$ cat config.mk
export PLATFORM = sky130hd
export DESIGN_NAME = cordic_phase_result_fifo
export DESIGN_NICKNAME = d
export VERILOG_FILES = /design/src/rtl/cordic_pkg.sv /design/src/rtl/cordic_result_ptr_ctrl.sv /design/src/rtl/cordic_phase_result_fifo.sv
export SDC_FILE = /design/constraint.sdc
export NUM_CORES = 1
export LEC_CHECK = 0
export CAP_MARGIN = 20
export CORE_MARGIN = 2
export CORE_UTILIZATION = 55
export CTS_CLUSTER_SIZE = 20
export DETAILED_ROUTE_END_ITERATION = 16
export PLACE_DENSITY = 0.78
export SLEW_MARGIN = 40
export SYNTH_ARGS = -nofsm -noshare
export SYNTH_HDL_FRONTEND = slang
export SYNTH_SLANG_ARGS = --single-unit
$ cat constraint.sdc
create_clock -name clk -period 3.38 [get_ports clk]
set_input_delay 1.014 -clock clk [delete_from_list [all_inputs] [get_ports clk]]
set_output_delay 1.014 -clock clk [all_outputs]
set_load 0.05 [all_outputs]
$ cat src/rtl/cordic_pkg.sv
// Shared CORDIC constants and phase word type.
// Phase words are signed Q9.7 degrees.
package cordic_pkg;

  localparam int WORD_LENGTH = 16;
  localparam int FRAC_BITS   = 7;

  typedef logic signed [WORD_LENGTH-1:0] phase_t;

  localparam phase_t PHASE_POS_90 = 16'sh2D00;
  localparam phase_t PHASE_NEG_90 = 16'shD300;

endpackage

$ cat src/rtl/cordic_result_ptr_ctrl.sv
// Result FIFO bookkeeping: pointers, count,
// full/empty and push/pop qualification.
module cordic_result_ptr_ctrl #(
  parameter int DEPTH_LOG2 = 2
) (
  input  logic                  clk,
  input  logic                  rst,
  input  logic                  done,
  input  logic                  m_ready,
  output logic                  push,
  output logic                  pop,
  output logic                  drop,
  output logic                  full,
  output logic                  m_valid,
  output logic                  start_allow,
  output logic [DEPTH_LOG2-1:0] wr_ptr,
  output logic [DEPTH_LOG2-1:0] rd_ptr,
  output logic [DEPTH_LOG2:0]   count
);

  localparam logic [DEPTH_LOG2:0] DEPTH_C =
    (DEPTH_LOG2+1)'(1 << DEPTH_LOG2);
  localparam logic [DEPTH_LOG2:0] DEPTH_M1 =
    DEPTH_C - (DEPTH_LOG2+1)'(1);

  assign full        = (count == DEPTH_C);
  assign m_valid     = (count != '0);
  // keep one slot spare for the conversion in flight
  assign start_allow = (count < DEPTH_M1);
  assign pop         = m_valid & m_ready;
  assign push        = done & (~full | pop);
  assign drop        = done & full & ~pop;

  always_ff @(posedge clk or negedge rst) begin
    if (!rst) begin
      wr_ptr <= '0;
      rd_ptr <= '0;
      count  <= '0;
    end else begin
      wr_ptr <= wr_ptr + DEPTH_LOG2'(push);
      rd_ptr <= rd_ptr + DEPTH_LOG2'(pop);
      count  <= count + (DEPTH_LOG2+1)'(push)
                      - (DEPTH_LOG2+1)'(pop);
    end
  end

endmodule

$ cat src/rtl/cordic_phase_result_fifo.sv
// CORDIC phase result FIFO with valid/ready output.
// Optional level port: define CORDIC_RESULT_LEVEL_EN.
module cordic_phase_result_fifo
  import cordic_pkg::*;
#(
  parameter int WORD_LENGTH = cordic_pkg::WORD_LENGTH,
  parameter int DEPTH_LOG2  = 2
) (
  input  logic                   clk,
  input  logic                   rst,
  input  logic                   done,
  input  logic [WORD_LENGTH-1:0] z_in,
  output logic                   start_allow,
  output logic                   m_valid,
  input  logic                   m_ready,
  output logic [WORD_LENGTH-1:0] m_data,
  output logic                   overflow,
  input  logic                   clear_overflow
`ifdef CORDIC_RESULT_LEVEL_EN
  ,
  output logic [DEPTH_LOG2:0]    level
`endif
);

  localparam int DEPTH = 1 << DEPTH_LOG2;
  localparam logic [DEPTH_LOG2:0] ONE =
    (DEPTH_LOG2+1)'(1);

  logic                   push, pop, drop, full;
  logic [DEPTH_LOG2-1:0]  wr_ptr, rd_ptr, rd_nxt;
  logic [DEPTH_LOG2:0]    count;
  logic [WORD_LENGTH-1:0] mem [DEPTH];

  cordic_result_ptr_ctrl #(
    .DEPTH_LOG2 (DEPTH_LOG2)
  ) u_ptr (
    .clk         (clk),
    .rst         (rst),
    .done        (done),
    .m_ready     (m_ready),
    .push        (push),
    .pop         (pop),
    .drop        (drop),
    .full        (full),
    .m_valid     (m_valid),
    .start_allow (start_allow),
    .wr_ptr      (wr_ptr),
    .rd_ptr      (rd_ptr),
    .count       (count)
  );

  assign rd_nxt = rd_ptr + DEPTH_LOG2'(1);

  always_ff @(posedge clk) begin
    if (push) mem[wr_ptr] <= z_in;
  end

  // head register: next entry on pop, bypass z_in when FIFO drains to it
  always_ff @(posedge clk or negedge rst) begin
    if (!rst) begin
      m_data <= '0;
    end else if (pop) begin
      if (count == ONE) begin
        if (push) m_data <= z_in;
      end else begin
        m_data <= mem[rd_nxt];
      end
    end else if (push && count == '0) begin
      m_data <= z_in;
    end
  end

  always_ff @(posedge clk or negedge rst) begin
    if (!rst)                overflow <= 1'b0;
    else if (drop)           overflow <= 1'b1;
    else if (clear_overflow) overflow <= 1'b0;
  end

`ifdef CORDIC_RESULT_LEVEL_EN
  assign level = count;
`endif

  logic unused_full;
  assign unused_full = full;

endmodule

After elaboration in Yosys (flattened, before gate mapping)
Memories as Yosys holds them, arrays and structs flattened. Cells that the tools add are included.

Bits in writable memories: 64. Input port bits: 21. Output and inout bits: 19. Register bits: 24. Memories: 1. Word-level logic and storage cells: 36. Latch bits: 0. Memory bits (read-only): 0.

Memory list: mem (words 4, bits a word 16, read ports 1, clocked after Yosys merged registers in 0, write ports 1, line cordic_phase_result_fifo.sv:32) `logic [WORD_LENGTH-1:0] mem [DEPTH];`.

Divide/modulo/power cells: 0. Equal/unequal tests: 3. $mul: 0. Order comparisons: 1. Bitwise operators: 7. Shifts and indexed selects: 0. Reductions and logical operators: 6. Multiplexer cells: 8. Add/subtract/negate cells: 5.

Operators by type and width (number): 16-bit 2-to-1 mux (4); 2-bit by 1-bit adder with 2-bit output (2); 1-bit bitwise AND (4); 1-bit 2-to-1 mux (4); 2-bit nonzero test (2); 3-bit by 1-bit adder with 3-bit output (1); 3-bit by 1-bit == test with 1-bit output, second input constant (1); 3-bit == test, second input constant (1); 3-bit zero test (1); 3-bit by 2-bit less-than comparator with 1-bit output, second input constant (1); 3-bit != test, second input constant (1); 3-bit nonzero test (1); 3-bit by 1-bit subtractor with 3-bit output (1); 2-bit by 1-bit adder with 2-bit output, second input constant (1); 1-bit NOT (2); 2-bit AND reduction (1); 1-bit logical AND (1); 1-bit bitwise OR (1).

Depth between registers and ports, before layout
Depth in word-level cells: 7. Depth in mapped cells: 8. Depth with buffers taken out: 7.

By module
From an unflattened synthesis, not the netlist that was laid out.

Cell total of the unflattened synthesis: 213. Area total of the unflattened synthesis: 3502.1 µm².

Modules (own cells, without submodules): cordic_phase_result_fifo (times used 1, sequential area each 2347.3 µm², area an instance 3149.3 µm², cells an instance 185); cordic_result_ptr_ctrl (times used 1, sequential area each 175.2 µm², area an instance 352.8 µm², cells an instance 28).

Worst setup path after synthesis
OpenSTA, ideal clock, no wires.

Path type: input to register. From: in m_ready. To: mem mem[1][0], enable pin. Required time: 2.967 ns. Stages: 4. Path buffers: 1. Data arrival time: 2.774 ns. Slack: 0.194 ns. Library setup time: 0.413 ns. Cell sequence: clkbuf_1 nor4b_1 nand2b_1 nor3b_1.

Longest elaborated chain between the ends: 5.

Ends and longest elaborated chain: start: declaration (line cordic_phase_result_fifo.sv:15) `input logic m_ready,`; 1-bit bitwise AND (line cordic_result_ptr_ctrl.sv:30) `assign pop = m_valid & m_ready;`; 1-bit bitwise OR (line cordic_result_ptr_ctrl.sv:31) `assign push = done & (~full | pop);`; 1-bit bitwise AND (line cordic_result_ptr_ctrl.sv:31); 1-bit 2-to-1 mux (line cordic_phase_result_fifo.sv:55) `if (push) mem[wr_ptr] <= z_in;`; 1-bit 2-to-1 mux (implied by the code) (line cordic_phase_result_fifo.sv:55); end: declaration (line cordic_phase_result_fifo.sv:32).

Every way passes these cells.

Final worst setup path
From: reg u_ptr.count[2]. To: out start_allow.

Longest elaborated chain between the ends: 1.

Ends and longest elaborated chain: start: declaration (line cordic_result_ptr_ctrl.sv:18) `output logic [DEPTH_LOG2:0] count`; start signal: assignment (line cordic_result_ptr_ctrl.sv:42) `count <= count + (DEPTH_LOG2+1)'(push)`; 3-bit by 2-bit less-than comparator with 1-bit output (line cordic_result_ptr_ctrl.sv:29) `assign start_allow = (count < DEPTH_M1);`; end: declaration (line cordic_phase_result_fifo.sv:13) `output logic start_allow,`.

Every way passes these cells.

==> flow_summary.yaml <==
status:
  run_status: "completed"
routing:
  routed_wl_mm: 6.488
  antenna_violating_nets_post_route: 0
  wl_met1_mm: 2.554
  met3WireLength_microns: 368
  detailedRoute.firstPassIterationCount: 4
  avgRoutedWirePerCell_microns: 21.00
  highest_layer: "met4"
  post_drt_via_cell_ratio: 5.906
  met2RoutedLength_mm: 3.437
  drtIter0Drc: 74
  drc: 0
  vias: 1825
worst_setup_path:
  max_stage_delay_ps: 820
  crit_arrival_ps: 2030
  crit_family: "buffers and inverters"
  timing.reg2reg.setup_slack_ps: 1290
  cp_endpoint_kind: "output port"
  setup.worst_path.class: "register to output port"
  origin_of_the_critical_flop_to_flop_path: "u_ptr.count[1]$_DFF_PN0_"
  critPathRequiredTime_ps: 2370
  timing.critical_path.from_type: "register"
  worst_path_max_delay_cell: "clkdlybuf4s50_1"
  crit-reg2reg-capture: "u_ptr.count[1]$_DFF_PN0_"
  cp_num_cells: 4
  cp.buffers_inverters: 2
  crit_fanout: 8
  reg2reg_depth: 7
  path_cells: "inv_1 > ha_1 > a21oi_1 > clkdlybuf4s50_1"
clock_tree:
  post_cts_hold_buffer_count: 0
  cts_tree: "built"
  cts_made_buffers: 9
  cts_num_sinks: 88
  worst_skew_pair.late_latency_ps: 350
  postCtsSetupRepairBufs: 0
  clk_pin_slew_worst_paths_ps: 80
  ctsHtreeMaxLevel: 3
  postCtsResizedCells: 0
  clk_root_buffer_cell: "clkbuf_8"
  deepest_clock_path_buffer_count: 2
finish:
  antenna_cells: 0
  multi_input_area_sq_um: 993.5
  drive_gt1_frac: 0.2759
  final.fill_count: 382
  finalNetCount: 252
  synthToLayoutAreaGrowth_pct: 20.36
  mostFrequentLayoutCell: "edfxtp_1"
  most_frequent_cells_in_the_layout: "edfxtp_1, clkdlybuf4s50_1, dfrtp_1, mux2_2, clkbuf_8"
  seq_area_sq_mm: 0.002522
floorplan:
  start_util: 0.5661
  core-area_sq_mm: 0.006350
  placementRows: 29
  top_level_ports: 40
  fp.dieW_microns: 84.85
  die_span_y_microns: 84.85
  die-area_sq_mm: 0.007199
power:
  switching_power_w: 0.001410
  power.combinational.fraction: 0.396
  p_per_area_mw_per_mm2: 939.2
  ir_worst_vdd_mv: 0.5435
  static-leakage-power_nw: 1.575
  power_switching_share: 0.3471
  clock_power_share: 0.193
  pwr-share-seq: 0.412
  report.power.total_w: 0.004063
  power.internal_w: 0.002653
yosys:
  synthDominantCellAreaShare: 0.5346
  mappedNetlistNets: 202
  yosys_warnings: 0
  synth-seq-cells: 88
  synth_sequential_area_ratio: 0.7017
  postSynthCellCount: 177
  post_synth_num_cell_types: 31
  syn_area_per_cell_sq_um: 20.31
  synth_area_sq_mm: 0.003595
  largest_cells_by_area_after_synthesis: "edfxtp_1, dfrtp_1, mux2_2"
  synth_area_leader_cell: "edfxtp_1"
sta:
  finalSetupTns_ps: 0
  finalHoldViolCount: 0
  worst_clock_skew_ps: 8.669
  hold_slack_ps: 514.5
  slew_headroom: 0.4724
  layout_min_cycle_time_ps: 3048
  finalCritPeriodShare: 0.9017
  final_setup_viols: 0
  max_slew.worst_pin.slew_ps: 791.4
  timing.final.max_slew_violations: 0
  upper_clock_frequency_limit_mhz: 328.1
  grt_setup_unrepaired: "false"
global_routing:
  first_pass_grt_wire_length_mm: 10.34
  gr-usage-all-layers: 0.1986
  number_of_global_route_vias_before_repair: 1970
  grt_start_max_net_pins: 25
  global_route.overflow_total: 0
  antenna_violations_before_repair: 0
placed_design:
  numPortBuffers: 39
  detailed_place_hpwl_mm: 4.199
  place_congestion: 0.8324
min_path:
  hold_wc_startpoint: "m_data[7]$_DFFE_PN0P_"
  whs_endpoint: "m_data[7]$_DFFE_PN0P_"
  holdPathStages: 1
  hold_class: "register to register"
job:
  max_cap_violations: 0
[stage by stage]
step           std cells  cell area (sq um)    util  worst slack [ps]
2_1_floorplan        177               3595       -             193.5
3_3_place_gp         292               4094  0.6447             251.9
3_5_place_dp         292               4094  0.6447             133.0
4_1_cts              308               4315  0.6796             317.8
5_1_grt              309               4327  0.6814             234.6
6_report             309               4327  0.6814             332.2
[worst register-to-register path: stages (launching register included)]
cell,delay [ps]
dfrtp_1,480
nor4b_1,420
nand2b_1,280
inv_1,110
ha_1,200
inv_1,70
fa_1,410
inv_1,70
[metal layers]
metal | up-vias | GRT usage
li1 | 800 | -
met1 | 936 | 0.2400
met2 | 76 | 0.3436
met3 | 13 | 0.03988
met4 | 0 | 0.09668
met5 | - | 0
[power by group through the flow]
stage / clock (W) / sequential [W] / combinational (W)
after global placement: 0 / 0.00167 / 0.00156
after floorplan: 0 / 0.00197 / 0.000849
final: 0.000782 / 0.00167 / 0.00161
after CTS: 0.000799 / 0.00168 / 0.00162
after detailed placement: 0 / 0.00170 / 0.00161
after global routing: 0.000836 / 0.00171 / 0.00170
[area by class of cell]
class / instances / area share
Inverter: 7 / 0.006073
Tap cell: 77 / 0.02227
Multi-Input combinational cell: 74 / 0.2296
Timing Repair Buffer: 47 / 0.1079
Clock buffer: 11 / 0.03268
Clock inverter: 5 / 0.01851
Sequential cell: 88 / 0.5830
[registers in the layout (all words and copies together), names as in the netlist]
register / flops
overflow: 1
u_ptr.rd_ptr: 2
u_ptr.count: 3
u_ptr.wr_ptr: 2
m_data: 16
mem: 64
[worst max-delay path by stage]
stage	from	end	slack, ps
finish	u_ptr.count[2]$_DFF_PN0_	start_allow	330
global route	u_ptr.count[1]$_DFF_PN0_	m_valid	230
CTS	u_ptr.count[1]$_DFF_PN0_	start_allow	320
detailed placement	m_ready	mem[3][13]$_DFFE_PP_	130
global placement	m_ready	mem[3][9]$_DFFE_PP_	250
floorplan	m_ready	mem[1][0]$_DFFE_PP_	190
[cell usage after synthesis]
library cell  number
a211o_1            1
a21oi_1            1
and3_1             1
buf_12             1
buf_2              2
buf_4              1
buf_6              2
clkbuf_1           2
dfrtp_1           24
edfxtp_1          64
fa_1               1
ha_1               3
inv_1              7
mux2_2            22
mux2_4             8
mux2i_1            1
mux4_1             8
mux4_2             8
nand2_1            2
nand2b_1           1
nand3_1            1
nor2_1             1
nor3_1             2
nor3b_1            2
nor4b_1            1
o21a_1             1
o21ai_0            3
o221ai_1           1
o32a_1             1
xnor2_1            3
xor2_1             1
[kinds of logic after synthesis]
kind of cell	share of synthesized area
and+or+nand+nor	0.01740
AOI/OAI and AO/OA	0.01531
xor gates and xnor gates	0.009748
buffers and inverters	0.02611
muxes	0.2137
DFF	0.7017
adders and majority gates	0.01601
Note: power is estimated with default switching activity, not from simulation.
